**config.mk**
```make
export PLATFORM = sky130hd
export DESIGN_NAME = aes_arbiter
export DESIGN_NICKNAME = d
export VERILOG_FILES = /design/src/rtl/aes_arbiter.sv
export SDC_FILE = /design/constraint.sdc
export NUM_CORES = 1
export LEC_CHECK = 0
export CAP_MARGIN = 20
export CORE_AREA = 3 3 406 408
export CTS_BUF_LIST = sky130_fd_sc_hd__clkbuf_2 sky130_fd_sc_hd__clkbuf_4 sky130_fd_sc_hd__clkbuf_8
export DETAILED_ROUTE_END_ITERATION = 7
export DIE_AREA = 0 0 409 411
export GPL_TIMING_DRIVEN = 0
export PLACE_DENSITY_LB_ADDON = 0.3
export REMOVE_ABC_BUFFERS = 1
export SYNTH_ARGS = -nofsm -noshare
export SYNTH_HDL_FRONTEND = slang
export SYNTH_SLANG_ARGS = --single-unit
```
**constraint.sdc**
```tcl
create_clock -name clk -period 3.62 [get_ports clk]
set_input_delay 0.362 -clock clk [delete_from_list [all_inputs] [get_ports clk]]
set_output_delay 0.362 -clock clk [all_outputs]
set_load 0.01 [all_outputs]
```
**src/rtl/aes_arbiter.sv**
```systemverilog
// -----------------------------------------------------------------------------
// aes_arbiter
//   Lets two requesters share a single AES core. Each requester hands over a
//   128-bit block and key over a valid/ready handshake. Grants go round-robin.
//   The arbiter sequences the core's reset/start, aborts a job whose core
//   never signals done, and returns the result on one response channel tagged
//   with the requester id.
//
// Ports
//   clk, rst_n                  clock, asynchronous active-low reset
//   reqN_valid/ready/data/key   requester N block handshake (N = 0, 1)
//   rsp_valid/ready             response handshake
//   rsp_data                    ciphertext (0 when the core timed out)
//   rsp_id                      requester that owns the response
//   rsp_err                     1 = core timed out
//   aes_rst                     core reset; 1 holds the core, 0 runs it
//   aes_din, aes_keyin          block and key presented to the core
//   aes_dout, aes_done          result and completion from the core
//   busy                        1 in any state but IDLE
// -----------------------------------------------------------------------------
module aes_arbiter #(
  parameter int TIMEOUT_CYCLES = 64,
  parameter int CNT_W          = 7
) (
  input  logic         clk,
  input  logic         rst_n,
  input  logic         req0_valid,
  output logic         req0_ready,
  input  logic [127:0] req0_data,
  input  logic [127:0] req0_key,
  input  logic         req1_valid,
  output logic         req1_ready,
  input  logic [127:0] req1_data,
  input  logic [127:0] req1_key,
  output logic         rsp_valid,
  input  logic         rsp_ready,
  output logic [127:0] rsp_data,
  output logic         rsp_id,
  output logic         rsp_err,
  output logic         aes_rst,
  output logic [127:0] aes_din,
  output logic [127:0] aes_keyin,
  input  logic [127:0] aes_dout,
  input  logic         aes_done,
  output logic         busy
);

  typedef enum logic [1:0] {IDLE, LOAD, RUN, RESP} state_e;

  state_e             state_q, state_d;
  logic [127:0]       din_q, din_d;
  logic [127:0]       key_q, key_d;
  logic               id_q, id_d;
  logic               last_grant_q, last_grant_d;
  logic [CNT_W-1:0]   cnt_q, cnt_d;
  logic               rsp_valid_q, rsp_valid_d;
  logic [127:0]       rsp_data_q, rsp_data_d;
  logic               rsp_err_q, rsp_err_d;

  logic grant;     // requester that would win this cycle
  logic any_req;
  logic accept;
  logic timeout;

  // Round-robin: on a tie the requester that was not served last wins.
  always_comb begin
    any_req = req0_valid | req1_valid;
    if (req0_valid && req1_valid) grant = ~last_grant_q;
    else                          grant = req1_valid;
  end

  assign accept  = (state_q == IDLE) && any_req;
  assign timeout = (cnt_q == CNT_W'(TIMEOUT_CYCLES - 1));

  // State register.
  // NOTE: sequential state uses non-blocking assignments so every register
  // samples the pre-edge values regardless of statement order.
  always_ff @(posedge clk or negedge rst_n) begin
    if (!rst_n) begin
      state_q      <= IDLE;
      din_q        <= '0;
      key_q        <= '0;
      id_q         <= 1'b0;
      last_grant_q <= 1'b1;   // so requester 0 wins the first tie
      cnt_q        <= '0;
      rsp_valid_q  <= 1'b0;
      rsp_data_q   <= '0;
      rsp_err_q    <= 1'b0;
    end else begin
      state_q      <= state_d;
      din_q        <= din_d;
      key_q        <= key_d;
      id_q         <= id_d;
      last_grant_q <= last_grant_d;
      cnt_q        <= cnt_d;
      rsp_valid_q  <= rsp_valid_d;
      rsp_data_q   <= rsp_data_d;
      rsp_err_q    <= rsp_err_d;
    end
  end

  // Next-state logic.
  // NOTE: every signal gets a hold default first so no path leaves it
  // unassigned, which would otherwise infer a latch.
  always_comb begin
    state_d      = state_q;
    din_d        = din_q;
    key_d        = key_q;
    id_d         = id_q;
    last_grant_d = last_grant_q;
    cnt_d        = cnt_q;
    rsp_valid_d  = rsp_valid_q;
    rsp_data_d   = rsp_data_q;
    rsp_err_d    = rsp_err_q;
    unique case (state_q)
      IDLE: begin
        if (accept) begin
          din_d        = grant ? req1_data : req0_data;
          key_d        = grant ? req1_key  : req0_key;
          id_d         = grant;
          last_grant_d = grant;
          state_d      = LOAD;
        end
      end
      LOAD: begin
        cnt_d   = '0;
        state_d = RUN;
      end
      RUN: begin
        cnt_d = cnt_q + 1'b1;
        // Done takes priority over a timeout landing on the same cycle.
        if (aes_done) begin
          rsp_data_d  = aes_dout;
          rsp_err_d   = 1'b0;
          rsp_valid_d = 1'b1;
          state_d     = RESP;
        end else if (timeout) begin
          rsp_data_d  = '0;
          rsp_err_d   = 1'b1;
          rsp_valid_d = 1'b1;
          state_d     = RESP;
        end
      end
      RESP: begin
        if (rsp_ready) begin
          rsp_valid_d = 1'b0;
          state_d     = IDLE;
        end
      end
      default: state_d = IDLE;
    endcase
  end

  // Outputs.
  always_comb begin
    req0_ready = accept && !grant;
    req1_ready = accept &&  grant;
    aes_rst    = (state_q != RUN);
    busy       = (state_q != IDLE);
  end

  assign aes_din   = din_q;
  assign aes_keyin = key_q;
  assign rsp_valid = rsp_valid_q;
  assign rsp_data  = rsp_data_q;
  assign rsp_id    = id_q;
  assign rsp_err   = rsp_err_q;

endmodule

```
# Word-level counts from Yosys, hierarchy flattened
# Cells that the tools add are included.
# totals
reg_bits	397
in_bits	646
output_inout_bits	391
elab_cells	50
# classes
n_eq_ne	8
addsub	1
n_bitwise	2
mux	16
reduce_logical	14
# ops
operator	n
$mux 128	4
$pmux 7 s2	1
$mux 2	4
$pmux 2 s4	1
$reduce_bool 2->1	4
$add 7x1->7 const B	1
$eq 7x6->1 const B	1
$ne 2x2->1 const B	3
$reduce_and 3->1	2
$mux 1	5
$eq 2x2->1 const B	2
$logic_and 1x1->1	4
$reduce_and 2->1	2
$ne 3x3->1 const B	1
$eq 2x1->1 const B	1
$logic_not 2->1	1
$pmux 1 s2	1
$logic_not 1->1	1
$not 1->1	1
$or 1x1->1	1

# Longest topological paths before layout
# Gate-level depths: netlist of the first run.
# depth
depth_word	4
depth_mapped	7

# Worst setup path after synthesis of the first run
# No wires, ideal clock.
# synth_path
path_kind	register to output
start	reg state_q[0]
end	out req1_ready
required_ns	3.258
stages_incl_launch_ff	6
arrival_ns	1.315
path_buffers	1
setup_slack_ns	1.943
cell_sequence	dfrtp_1 > inv_1 > ha_1 > nand2_1 > a21oi_2 > clkbuf_1
# synth_between
elab_chain_cells	3
# synth_lines
element	line	text
start, declared	50	state_e state_q, state_d;
start signal, assigned	90	state_q <= state_d;
$logic_not 2->1	72	assign accept = (state_q == IDLE) && any_req;
$logic_and 1x1->1	72	
$logic_and 1x1->1	157	req1_ready = accept && grant;
end, declared	32	output logic req1_ready,
# No other way between the ends.

# Worst setup path after layout of the first run
# layout_path
start	reg state_q[0]
end	out aes_rst
# layout_between
elab_chain_cells	1
# layout_lines
element	line	text
$ne 2x2->1	158	aes_rst = (state_q != RUN);
end, declared	40	output logic aes_rst,
# No other way between the ends.

==> metrics.txt, run 1 <==
outcome=finished, final reports clean; Syn Inst Count=1507; number of global-route vias before repair=18150; vias per cell=3.645; highest metal used=met5; initial cell density of the core=10.67%; initial antenna violation count=67; drt first pass iters=7; EDFF count, synth=0; Worst-path clk slew=0.06 ns; DRT met1 WL=44540 um; Synthesis Warnings=0; drc violations=0; P_leak=12.64 nW; R2R Path End=aes_keyin[15]; endpoints failing setup=0; Synth cell types=41; synthesized cell area=17280 um2; Crit. End Element=output pin; WL met2=59750 um; dpl cells=4618; metal3 WL=13200 um; prevailing post-synth register cell=dfrtp_1; Final Cycle Share=92.79%; H-tree Lvls=3; top achievable clock speed=0.2977 GHz; Peak VDD IR=0.3620 mV; wire per inst=25.31 um; die span in y=411 um; Worst R2R Path Depth=12; Initial DRC Count=1222; synthesis-to-finish area growth=89.55%; sw frac=37.20%; first-pass GRT wire length=159600 um; Mean Syn Cell Area=11.47 um2; post-layout min period=3.359 ns; CTS root buffer=clkbuf_8; Final Max Slew Viols=0; worst r2r src=state_q[0]; WP data arrival=3.00 ns; CTS max path bufs=3; pwr dens=808.5 nW/um2; pre-CTS setup slack=0.3925 ns; Final Hold Viols=0; cell internal pwr=16.63 mW; critical-path maximum fanout=45; Overflow after GRT=0; number of CTS-inserted buffers=86; RSZ-0062 raised after global routing=no; Hold Path Class=input pin to asynchronous set/reset pin; Die Footprint=168100 um2; CTS sink count=397; register area share after synthesis=57.49%; Slew @ Worst Pin=0.6763 ns; routed via count=17470; Nets=3187; Switching Power=9.852 mW; CTS tree=yes; Total GRT Usage=13.75%; Async SR Flop Fraction=100.0%; Slew HR=54.80%; setup ws final=0.2611 ns; WL final=121300 um; ratio of cells with drive above 1 in the final layout=7.758%; flop-to-flop setup slack=0.62 ns; Clock Power Share=20.7%; combinational power share=49.4%; IO Pins=1037; most common cell after layout, fill and taps aside=clkdlybuf4s50_1; later-pin clock latency in the skew report=0.73 ns; hpwl dp=94450 um; critical path class=flop to output pin; die width=409 um; max cap viols=0; Critical Path RT=3.26 ns; flop and latch count out of synthesis=397; Non-Filler Instances=4792; crit path from=state_q[0]; most frequent cells in the layout=clkdlybuf4s50_1, dfrtp_1, a221o_1; Final Cell Area=32760 um2; Antenna Violating Nets Remaining=0; Critical Path Start Type=flop; core area=162000 um2; placer congestion estimate=0.8395; pin count of the biggest net entering global routing=99; Seq pwr share=29.9%; final clock skew=0.04834 ns; row count=148; placed cell area=30790 um2; end point of the critical path=aes_rst; IO buf count=1036
[cells by family (layout without fill, tap and decap cells)]
kind of cell	Yosys count	after routing	share of synthesized area [%]
buffers and inverters	153	1237	3.859
flip-flops	397	397	57.49
adder cells (fa/ha/maj)	5	5	0.3620
multiplexers	2	2	0.1158
AND/OR/NAND/NOR	412	412	12.97
AO/OA/AOI/OAI	538	538	25.20
other	0	26	0
[metal layers]
metal / track usage, % / vias up
met5: 0 / -
met4: 5.271 / 16
met3: 6.702 / 192
met2: 23.13 / 853
met1: 14.83 / 8619
li1: - / 7787
[synthesized netlist by cell type, types with 5 or more instances]
library cell	number	area, um2
a221o_1	256	2562
inv_1	10	37.54
a22oi_1	128	960.9
buf_2	56	280.3
nor2b_1	5	31.28
o21ai_0	131	655.6
nand2_1	132	495.5
nand3_1	5	25.02
clkbuf_2	12	60.06
clkbuf_1	70	262.8
ha_1	5	62.56
dfrtp_1	396	9910
and2_1	68	425.4
and2_0	189	1182
[critical path, stage by stage (launching register included)]
cell             delay [ns]
dfrtp_1                0.36
inv_1                  0.09
ha_1                   0.37
bufinv_8               0.48
buf_16                 0.25
clkdlybuf4s50_1        0.60
[registers in the layout, summed over array words and instances, names as in the netlist]
register / flops
aes_din: 128
aes_keyin: 128
cnt_q: 7
last_grant_q: 1
rsp_data: 128
rsp_err: 1
rsp_id: 1
rsp_valid: 1
state_q: 2
[through the flow]
stage	power (mW)	TNS, ns	util [%]	hold WS (ns)
final	26.48	0	20.22	0.2143
after global routing	28.30	0	20.19	0.1227
after CTS	27.19	0	20.18	0.06123
after detailed placement	21.16	0	19.00	0.2727
after global placement	20.82	-	18.36	0.4606
after floorplan	12.98	-848.57	-	0.06641
[what timing repair did]
item | in CTS | in global routing
endpoints found under the setup margin | 3 | 0
endpoints found under the hold margin | 225 | 0
buffers inserted | 2 | 0
hold buffers | 2 | 0
gates resized for setup | 2 | 0
[layout make-up]
class | count | area, um2
Clock buffer | 129 | 1607
Timing Repair Buffer | 1083 | 11450
Multi-Input combinational cell | 957 | 6714
Tap cell | 2175 | 2721
Fill cell | 17690 | 129300
Clock inverter | 14 | 202.7
Sequential cell | 397 | 9936
Inverter | 11 | 60.06
Antenna cell | 26 | 65.06
[power by group through the flow]
stage | Sequential (mW) | Combinational, mW | Clock (mW)
CTS | 7.95 | 13.5 | 5.78
finish | 7.91 | 13.1 | 5.48
global placement | 7.99 | 12.8 | 0
detailed placement | 7.90 | 13.3 | 0
global route | 8.18 | 14.2 | 5.93
floorplan | 8.45 | 4.52 | 0
[worst min-delay path by stage]
stage | startpoint | to | slack (ns) | depth (start not counted)
2_1_floorplan | rst_n | aes_din[0] | 0.07 | 0
3_3_place_gp | rsp_id | rsp_id | 0.46 | 1
3_5_place_dp | rst_n | rsp_data[119] | 0.27 | 1
4_1_cts | rst_n | rsp_data[76] | 0.06 | 3
5_1_grt | aes_dout[58] | rsp_data[58] | 0.12 | 3
6_report | rst_n | rsp_data[76] | 0.21 | 3
Power figures use the tool's default switching activity.
==> run 2, diff against run 1 <==
CORE_AREA = 10 10 401 403   (was 3 3 406 408)
DIE_AREA = 0 0 411 413   (was 0 0 409 411)
==> run 2 against run 1 <==
Compared with the run above: first-iteration DRC count down 3.8%; maximum frequency up 0.32%; combinational power about the same; clock power increased by 4.9%; global-route usage is 0.37 points higher; cell count fell by 2.8%; setup slack improved by 0.011 ns; register-to-register slack improved by 0.03 ns; die area rose by 0.98%; highest routed layer unchanged.
==> metrics.txt, run 2 (synthesized netlist as in run 1, its figures left out) <==
cell internal pwr=16.66 mW (+0.19%); pin count of the biggest net entering global routing=100 (+1.0%); Slew @ Worst Pin=0.7313 ns (+0.05490 ns); Final Hold Viols=0 (unchanged); most frequent cells in the layout=clkdlybuf4s50_1, dfrtp_1, a221o_1; Total GRT Usage=14.13% (+0.37 points); placed cell area=30570 um2 (-0.71%); Final Max Slew Viols=0 (unchanged); critical path class=flop to output pin; ratio of cells with drive above 1 in the final layout=8.080% (+0.32 points); RSZ-0062 raised after global routing=no; Critical Path Start Type=flop; hpwl dp=100800 um (+6.7%); Crit. End Element=output pin; initial antenna violation count=61 (-9.0%); Slew HR=51.13% (-3.7 points); outcome=finished, final reports clean; most common cell after layout, fill and taps aside=clkdlybuf4s50_1; Switching Power=10.07 mW (+2.2%); IO buf count=1036 (unchanged); Worst-path clk slew=0.06 ns (about the same); Initial DRC Count=1175 (-3.8%); pwr dens=820.9 nW/um2 (+1.5%); WP data arrival=2.99 ns (about the same); Critical Path RT=3.26 ns (about the same); die width=411 um (+0.49%); CTS tree=yes; CTS sink count=397 (unchanged); number of CTS-inserted buffers=87 (+1.2%); final clock skew=0.04052 ns (-0.007818 ns); top achievable clock speed=0.2987 GHz (+0.32%); initial cell density of the core=11.30% (+0.63 points); placer congestion estimate=0.8356 (-0.46%); max cap viols=0 (unchanged); Peak VDD IR=0.3638 mV (+0.50%); Clock Power Share=21.5% (+0.8 points); CTS root buffer=clkbuf_8; Final Cell Area=32570 um2 (-0.58%); post-layout min period=3.348 ns (-0.01075 ns); CTS max path bufs=3 (unchanged); H-tree Lvls=3 (unchanged); sw frac=37.67% (+0.47 points); vias per cell=3.829 (+5.0%); Overflow after GRT=0 (unchanged); Overall Power=26.73 mW (+0.94%); Seq pwr share=29.6% (-0.3 points); later-pin clock latency in the skew report=0.76 ns (+0.03 ns); Hold Path Class=input pin to asynchronous set/reset pin; Die Footprint=169700 um2 (+0.98%); Antenna Violating Nets Remaining=0 (unchanged); first-pass GRT wire length=166900 um (+4.6%); drc violations=0 (unchanged); critical-path maximum fanout=28 (-38%); Final Cycle Share=92.49% (-0.30 points); core area=153000 um2 (-5.6%); synthesis-to-finish area growth=88.44%; die span in y=413 um (+0.49%); row count=144 (-2.7%); Nets=3183 (-0.13%); routed via count=17830 (+2.1%); dpl cells=4485 (-2.9%); Non-Filler Instances=4657 (-2.8%); combinational power share=48.9% (-0.5 points); P_leak=12.64 nW (about the same); WL final=127100 um (+4.8%); number of global-route vias before repair=18430 (+1.5%); drt first pass iters=5 (-2); wire per inst=27.29 um (+7.8%); endpoints failing setup=0 (unchanged); minimum hold slack=0.2034 ns (-0.01091 ns); IO Pins=1037 (unchanged)
run 2: cell count changes in the layout (fill, tap and decap cells not counted), moves of 2 or more:
cell,before,now
diode_2,26,14
clkinv_8,1,3
inv_6,2,4
buf_12,22,20
clkinv_2,6,8
buf_16,21,19
clkbuf_8,102,110
run 2: per-stage QoR:
stage / setup slack [ns] / utilization, % / TNS [ns]
finish: 0.2719 / 21.29 / 0
global route: 0.06583 / 21.28 / 0
CTS: 0.02198 / 21.28 / 0
detailed placement: -0.1345 / 19.99 / -2.833
global placement: -18.99 / 19.34 / -
floorplan: -2.999 / - / -848.57
run 2: critical path, cell delays in order, from the launching register on:
cell,delay [ns]
dfrtp_1,0.41
inv_1,0.15
ha_4,0.20
nand2_1,0.09
a21oi_4,0.28
buf_12,0.24
buf_12,0.22
clkdlybuf4s50_1,0.58
run 2: final cells by class:
type / count / area, um2
sequential: 397 / 9936
fill: 16540 / 120400
multi-input combinational: 957 / 6724
clock inverter: 18 / 215.2
antenna: 14 / 35.03
tap: 2044 / 2557
clock buffer: 138 / 1724
timing repair buffer: 1078 / 11320
inverter: 11 / 51.30
run 2: layer usage:
metal | part of all wire, % | GRT usage, % | vias up
met4 | 3.5 | 5.587 | 28
met2 | 49 | 23.58 | 878
met1 | 36 | 15.40 | 8966
li1 | - | - | 7753
met5 | 0.14 | 0 | -
met3 | 11 | 6.732 | 206
run 2: timing repair:
item	4_1_cts	5_1_grt
endpoints found under the setup margin	26	1
buffers inserted	2	0
gates resized for setup	2	1
hold buffers	1	0
endpoints found under the hold margin	72	0
run 2: path summary, 6_finish.rpt:
check | startpoint | slack, ns | depth (start not counted) | endpoint
max in group asynchronous | rst_n | 1.87 | 4 | aes_keyin[45]
min reg2reg | rsp_id | 0.48 | 1 | rsp_id
max reg2reg | state_q[1] | 0.65 | 12 | aes_keyin[20]
max | state_q[1] | 0.27 | 7 | req0_ready
min | rst_n | 0.20 | 2 | rsp_data[88]
min in group clk | req1_key[75] | 0.20 | 2 | aes_keyin[75]
run 2: power groups by stage:
stage / Sequential, mW / Combinational (mW) / Clock [mW]
after floorplan: 8.45 / 4.52 / 0
after global placement: 7.96 / 13.0 / 0
after detailed placement: 7.89 / 13.3 / 0
after CTS: 7.94 / 13.4 / 6.00
after global routing: 8.18 / 14.1 / 6.16
final: 7.92 / 13.1 / 5.75
